==> config.mk <==
export PLATFORM = sky130hd
export DESIGN_NAME = result_writer_bram_flat
export DESIGN_NICKNAME = d
export VERILOG_FILES = /design/src/rtl/result_writer_bram_pkg.sv /design/src/rtl/result_writer_bram_if.sv /design/src/rtl/result_writer_bram.sv /design/src/flat_wrapper.sv
export SDC_FILE = /design/constraint.sdc
export NUM_CORES = 1
export LEC_CHECK = 0
export ABC_AREA = 1
export BUFFER_PORTS_ARGS = -buffer_cell sky130_fd_sc_hd__buf_4
export CORE_MARGIN = 2
export CORE_UTILIZATION = 55
export CTS_BUF_LIST = sky130_fd_sc_hd__clkbuf_2 sky130_fd_sc_hd__clkbuf_4 sky130_fd_sc_hd__clkbuf_8
export DETAILED_ROUTE_END_ITERATION = 10
export PLACE_DENSITY = 0.79
export SETUP_SLACK_MARGIN = 0.05
export SYNTH_ARGS = -nofsm -noshare
export SYNTH_HDL_FRONTEND = slang
export SYNTH_SLANG_ARGS = --single-unit
==> constraint.sdc <==
create_clock -name clk -period 1.87 [get_ports clk]
set_clock_uncertainty 0.1 [all_clocks]
set_input_delay 0.561 -clock clk [delete_from_list [all_inputs] [get_ports clk]]
set_output_delay 0.561 -clock clk [all_outputs]
set_load 0.01 [all_outputs]
==> src/rtl/result_writer_bram_pkg.sv <==
// Shared definitions for the result writer: FSM states, block geometry and
// the packed result-word width shared with the matrix core's data bus.
package result_writer_bram_pkg;

  typedef enum logic [1:0] {
    ST_IDLE = 2'd0,
    ST_RUN  = 2'd1,
    ST_DONE = 2'd2
  } state_e;

  localparam int unsigned CORE_IN_DATA_WIDTH = 8;
  localparam int unsigned CORE_BUS_WIDTH     = 4 * CORE_IN_DATA_WIDTH;

  // Two result lanes are packed per BRAM word, so a block needs n*n/2 words.
  function automatic int unsigned words_per_block(input int unsigned block_size);
    return (block_size * block_size) / 2;
  endfunction

  function automatic int unsigned packed_width(input int unsigned in_data_width);
    return 4 * in_data_width;
  endfunction

endpackage

==> src/rtl/result_writer_bram_if.sv <==
// Result-pair input, control and BRAM write-port signals of the result writer.
interface result_writer_bram_if
  import result_writer_bram_pkg::*;
#(
  parameter int unsigned IN_DATA_WIDTH = 8,
  parameter int unsigned ADDR_WIDTH    = 12
);

  localparam int unsigned RES_W  = 2 * IN_DATA_WIDTH;
  localparam int unsigned WORD_W = packed_width(IN_DATA_WIDTH);

  logic                  i_start;
  logic [ADDR_WIDTH-1:0] i_base_addr;
  logic [7:0]            i_num_blocks;
  logic                  i_valid;
  logic [RES_W-1:0]      i_result0;
  logic [RES_W-1:0]      i_result1;
  logic                  o_bram_en;
  logic                  o_bram_we;
  logic [ADDR_WIDTH-1:0] o_bram_addr;
  logic [WORD_W-1:0]     o_bram_wdata;
  logic                  o_busy;
  logic                  o_block_done;
  logic                  o_done;
  logic                  o_err;

  modport slave (
    input  i_start, i_base_addr, i_num_blocks, i_valid, i_result0, i_result1,
    output o_bram_en, o_bram_we, o_bram_addr, o_bram_wdata,
           o_busy, o_block_done, o_done, o_err
  );

  modport master (
    output i_start, i_base_addr, i_num_blocks, i_valid, i_result0, i_result1,
    input  o_bram_en, o_bram_we, o_bram_addr, o_bram_wdata,
           o_busy, o_block_done, o_done, o_err
  );

endinterface

==> src/rtl/result_writer_bram.sv <==
// Packs result pairs from the matrix core into 32-bit words and writes them to
// consecutive BRAM addresses until the programmed number of blocks is stored.
module result_writer_bram
  import result_writer_bram_pkg::*;
#(
  parameter int unsigned IN_DATA_WIDTH = 8,
  parameter int unsigned BLOCK_SIZE    = 16,
  parameter int unsigned ADDR_WIDTH    = 12
) (
  input  logic                  clk,
  input  logic                  reset_n,
  result_writer_bram_if.slave   bus
);

  localparam int unsigned WPB    = words_per_block(BLOCK_SIZE);
  localparam int unsigned WCW    = (WPB > 1) ? $clog2(WPB) : 1;
  localparam int unsigned WORD_W = packed_width(IN_DATA_WIDTH);
  localparam logic [WCW-1:0] WORD_LAST = WCW'(WPB - 1);

  state_e                state_q, state_d;
  logic [ADDR_WIDTH-1:0] addr_q, addr_d;
  logic [WCW-1:0]        word_cnt_q, word_cnt_d;
  logic [7:0]            blk_cnt_q, blk_cnt_d;
  logic [7:0]            nblk_q, nblk_d;
  logic                  we_q, we_d;
  logic [ADDR_WIDTH-1:0] waddr_q, waddr_d;
  logic [WORD_W-1:0]     wdata_q, wdata_d;
  logic                  busy_q, busy_d;
  logic                  block_done_q, block_done_d;
  logic                  done_q, done_d;
  logic                  err_q, err_d;

  always_ff @(posedge clk or negedge reset_n) begin
    if (!reset_n) begin
      state_q      <= ST_IDLE;
      addr_q       <= '0;
      word_cnt_q   <= '0;
      blk_cnt_q    <= '0;
      nblk_q       <= '0;
      we_q         <= 1'b0;
      waddr_q      <= '0;
      wdata_q      <= '0;
      busy_q       <= 1'b0;
      block_done_q <= 1'b0;
      done_q       <= 1'b0;
      err_q        <= 1'b0;
    end else begin
      state_q      <= state_d;
      addr_q       <= addr_d;
      word_cnt_q   <= word_cnt_d;
      blk_cnt_q    <= blk_cnt_d;
      nblk_q       <= nblk_d;
      we_q         <= we_d;
      waddr_q      <= waddr_d;
      wdata_q      <= wdata_d;
      busy_q       <= busy_d;
      block_done_q <= block_done_d;
      done_q       <= done_d;
      err_q        <= err_d;
    end
  end

  always_comb begin
    state_d      = state_q;
    addr_d       = addr_q;
    word_cnt_d   = word_cnt_q;
    blk_cnt_d    = blk_cnt_q;
    nblk_d       = nblk_q;
    we_d         = 1'b0;
    waddr_d      = waddr_q;
    wdata_d      = wdata_q;
    block_done_d = 1'b0;
    done_d       = 1'b0;
    err_d        = err_q;

    unique case (state_q)
      ST_IDLE: begin
        if (bus.i_start) begin
          addr_d     = bus.i_base_addr;
          nblk_d     = bus.i_num_blocks;
          word_cnt_d = '0;
          blk_cnt_d  = '0;
          err_d      = 1'b0;
          state_d    = (bus.i_num_blocks == 8'd0) ? ST_DONE : ST_RUN;
        end else if (bus.i_valid) begin
          err_d = 1'b1;
        end
      end
      ST_RUN: begin
        if (bus.i_valid) begin
          we_d    = 1'b1;
          waddr_d = addr_q;
          wdata_d = {bus.i_result1, bus.i_result0};
          addr_d  = addr_q + ADDR_WIDTH'(1);
          if (word_cnt_q == WORD_LAST) begin
            word_cnt_d   = '0;
            blk_cnt_d    = blk_cnt_q + 8'd1;
            block_done_d = 1'b1;
            if (blk_cnt_q == nblk_q - 8'd1) begin
              state_d = ST_DONE;
            end
          end else begin
            word_cnt_d = word_cnt_q + WCW'(1);
          end
        end
      end
      ST_DONE: begin
        done_d  = 1'b1;
        state_d = ST_IDLE;
        if (bus.i_valid) begin
          err_d = 1'b1;
        end
      end
      default: state_d = ST_IDLE;
    endcase

    // Busy covers DONE as well so it drops in the same cycle o_done rises.
    busy_d = (state_d != ST_IDLE);
  end

  assign bus.o_bram_en    = we_q;
  assign bus.o_bram_we    = we_q;
  assign bus.o_bram_addr  = waddr_q;
  assign bus.o_bram_wdata = wdata_q;
  assign bus.o_busy       = busy_q;
  assign bus.o_block_done = block_done_q;
  assign bus.o_done       = done_q;
  assign bus.o_err        = err_q;

endmodule
==> src/flat_wrapper.sv <==
// flat-port wrapper written by rule: the top's interface ports become plain ports
module result_writer_bram_flat import result_writer_bram_pkg::*;
#(
  parameter int unsigned IN_DATA_WIDTH = 8,
  parameter int unsigned BLOCK_SIZE    = 16,
  parameter int unsigned ADDR_WIDTH    = 12
)
  (clk, reset_n, bus_i_start, bus_i_base_addr, bus_i_num_blocks, bus_i_valid, bus_i_result0, bus_i_result1, bus_o_bram_en, bus_o_bram_we, bus_o_bram_addr, bus_o_bram_wdata, bus_o_busy, bus_o_block_done, bus_o_done, bus_o_err);
  result_writer_bram_if #(.IN_DATA_WIDTH(IN_DATA_WIDTH), .ADDR_WIDTH(ADDR_WIDTH)) bus_i ();
  input  logic clk;
  input  logic reset_n;
  input wire logic [$bits(bus_i.i_start)-1:0] bus_i_start;
  input wire logic [$bits(bus_i.i_base_addr)-1:0] bus_i_base_addr;
  input wire logic [$bits(bus_i.i_num_blocks)-1:0] bus_i_num_blocks;
  input wire logic [$bits(bus_i.i_valid)-1:0] bus_i_valid;
  input wire logic [$bits(bus_i.i_result0)-1:0] bus_i_result0;
  input wire logic [$bits(bus_i.i_result1)-1:0] bus_i_result1;
  output wire logic [$bits(bus_i.o_bram_en)-1:0] bus_o_bram_en;
  output wire logic [$bits(bus_i.o_bram_we)-1:0] bus_o_bram_we;
  output wire logic [$bits(bus_i.o_bram_addr)-1:0] bus_o_bram_addr;
  output wire logic [$bits(bus_i.o_bram_wdata)-1:0] bus_o_bram_wdata;
  output wire logic [$bits(bus_i.o_busy)-1:0] bus_o_busy;
  output wire logic [$bits(bus_i.o_block_done)-1:0] bus_o_block_done;
  output wire logic [$bits(bus_i.o_done)-1:0] bus_o_done;
  output wire logic [$bits(bus_i.o_err)-1:0] bus_o_err;
  assign bus_i.i_start = bus_i_start;
  assign bus_i.i_base_addr = bus_i_base_addr;
  assign bus_i.i_num_blocks = bus_i_num_blocks;
  assign bus_i.i_valid = bus_i_valid;
  assign bus_i.i_result0 = bus_i_result0;
  assign bus_i.i_result1 = bus_i_result1;
  assign bus_o_bram_en = bus_i.o_bram_en;
  assign bus_o_bram_we = bus_i.o_bram_we;
  assign bus_o_bram_addr = bus_i.o_bram_addr;
  assign bus_o_bram_wdata = bus_i.o_bram_wdata;
  assign bus_o_busy = bus_i.o_busy;
  assign bus_o_block_done = bus_i.o_block_done;
  assign bus_o_done = bus_i.o_done;
  assign bus_o_err = bus_i.o_err;
  result_writer_bram #(.IN_DATA_WIDTH(IN_DATA_WIDTH), .BLOCK_SIZE(BLOCK_SIZE), .ADDR_WIDTH(ADDR_WIDTH)) u_core (.clk(clk), .reset_n(reset_n), .bus(bus_i));
endmodule
==> metrics.cfg <==
[power_and_ir_drop]
power.density_nw_per_um2=1170
power.total_mw=6.31
internal_power_mw=4.06
ir_drop_uv=728
clock_power_share_pct=23.2
p_sw_mw=2.26
pwr-share-seq_pct=43.1
comb_power_share_pct=33.7
swShare_pct=35.7
p_leak_nw=2.90

[clock_tree]
clock_latency_ns=0.36
clock_sinks=86
cts-root-buf=clkbuf_8
cts_max_path_buffers=2
cts_buffers=9
cts_tree=done
htree_levels=3
cts.clk_slew.worst_paths_ns=0.09

[timing]
layout_setup_ws_ns=0.150
fin_tns_setup_ns=0
maxSlewHeadroom_pct=66.0
post-route-min-period_ns=1.72
max_freq_ghz=0.581
slew_viol_final=0
worst_slew_pin_slew_ns=0.509
finalCritPeriodShare_pct=92.0
setup-violations-final=0
rsz0062_at_grt=false
hold_violations=0

[drt]
drt-vias-per-instance=5.10
ant_nets=0
drtIter0Drc=216
wl_per_cell_microns=13.6
wl_mm=10.2
drc=0
vias=3857
dr.pass1.iters=4

[layout]
diodes=0
drive_gt1_share_pct=23.1
area_growth_pct=29.8
final_cell_count_no_fill=756
final_cell_area_sq_um=5390
final_nets=712

[run]
max-cap-violations=0

[placed_design]
dpl.cell_count=737
place_area_sq_um=5110
portBuffers=105
dp.final_hpwl_mm=7.48
pre_cts_ws_ns=0.103
gp_congestion=0.893

[setup_path]
worst_ep_required_time_ns=2.06
worst_path_most_repeated_cell=nand2_1
critPathArrivalTime_ns=1.91
cp_num_buf_inv=2
cp_slowest_cell=dfrtp_1
crit_path_cell_trace=inv_2, ha_2, inv_1, nand2_1, nand2_1, nand2_1, nand2_1, nor2_1, nand2_1, nor2_1, nand4_1, nand2_1
path_class=register to register
slowest_delay_ns=0.40
end_kind=register
crit_family=simple AND/OR/NAND/NOR gates
cp_max_fo=6
start_kind=register

[logic_synthesis]
netlist_area_sq_um=4150
syn-num-nets=598
synth_area_leaders=dfrtp_1, nand2_1, o21ai_0, inv_1, nand3_1
synthTopCellsByCount=nand2_1, dfrtp_1, inv_1
ys_ff_latch=86
avgSynthCellArea_sq_um=7.71
yosysUniqueCellTypes=34
synth.top_cell.area_share_pct=51.9
synth-main-ff-cell=dfrtp_1
async_reset_ff_share_pct=100
synth-edff-count=0
ys_warn_count=0
syn_inst=538
yosys.area.top_type=dfrtp_1
yosysMostFrequentCell=nand2_1
synth.yosys.seq_area_share_pct=51.9

[global_route]
grt.overflow.total=0
grt_pass1_wl_mm=16.9
antenna_found_initial=0
grt_max_degree=55
grt_use_total_pct=25.3
first_global_vias=3752

[floorplanning]
die_w_microns=90.9
core-area_sq_um=7290
ios=106
dieArea_sq_um=8260
initial_utilization_pct=56.9
fp.dieH_microns=90.9
num_rows=31

[hold_path]
hold_path.class=input port to register

[status]
outcome=finished, final reports clean

kinds of logic after synthesis:
family,share of synthesized area (%)
adders and majority gates,1.21
xor gates and xnor gates,1.48
DFF,51.9
AOI/OAI and AO/OA,8.74
and+or+nand+nor,29.1
buffers and inverters,7.66
power by group through the flow:
stage                     clock, mW  combinational, mW  sequential, mW
after global routing           1.56               2.40            2.78
after floorplan                   0               1.16            2.77
after detailed placement          0               2.06            2.74
after CTS                      1.49               2.07            2.71
after global placement            0               1.98            2.72
final                          1.47               2.12            2.72
final timing paths:
kind                                                to  slack [ns]  cells after the start                       start
max in group asynchronous            u_core.state_q[0]        0.65                      3                     reset_n
min in group asynchronous  u_core.bus.o_bram_wdata[29]        0.52                      2                     reset_n
hold / removal              u_core.bus.o_bram_wdata[0]        0.30                      3            bus_i_result0[0]
hold reg to reg             u_core.bus.o_bram_wdata[9]        0.39                      2  u_core.bus.o_bram_wdata[9]
setup / recovery                     u_core.state_q[1]        0.15                     12            u_core.nblk_q[0]
setup reg to reg                     u_core.state_q[1]        0.15                     12            u_core.nblk_q[0]
sequential cells by signal, indices dropped and copies added (netlist names):
name                     count
u_core.blk_cnt_q             8
u_core.nblk_q                8
u_core.bus.o_bram_wdata     32
u_core.word_cnt_q            7
u_core.bus.o_busy            1
u_core.bus.o_done            1
u_core.state_q               2
u_core.bus.o_bram_addr      12
u_core.bus.o_bram_en         1
u_core.addr_q               12
u_core.bus.o_block_done      1
u_core.bus.o_err             1
cell usage in the layout (no fill, tap or decap), types with 3 or more instances in the layout:
cell and n:
a21oi_1 11, buf_12 3, buf_4 116, clkbuf_8 10
dfrtp_1 85, ha_1 3, inv_1 56, inv_2 4
nand2_1 216, nand3_1 26, nand4_1 8, nor2_1 27
nor3_1 7, o21ai_0 45, xnor2_1 4, xor2_1 3
cell type report:
class / instances / area (sq um)
multi-input cells: 373 / 1700
fillers: 570 / 1910
clock inverters: 5 / 82.6
well taps: 99 / 124
repair buffers: 121 / 952
inverters: 61 / 229
clock buffers: 11 / 145
flip-flops and latches: 86 / 2150
metrics by stage:
step	utilization (%)	hold WS (ns)
3_5_place_dp	70.1	0.362
4_1_cts	73.3	0.294
3_3_place_gp	70.1	0.357
5_1_grt	73.9	0.300
2_1_floorplan	-	0.165
6_report	73.9	0.302
repair_timing:
item | in CTS | in global routing
hold buffers | 1 | 0
buffers inserted | 0 | 2
resized for setup | 0 | 9
endpoints found under the hold margin | 17 | 0
endpoints found under the setup margin | 0 | 11
metal layers:
layer	vias up	wire length, microns	share of wire (%)	track usage, %
met3	15	593	5.8	4.51
met5	-	0	0	0
met4	0	150	1.5	9.60
met1	1798	4450	43	33.7
met2	130	5050	49	41.5
li1	1914	-	-	-
worst min-delay path, stage by stage:
cell     delay [ns]
buf_4          0.08
nand2_1        0.04
nand2_1        0.05
No activity file was read; power rests on OpenSTA's default activity.
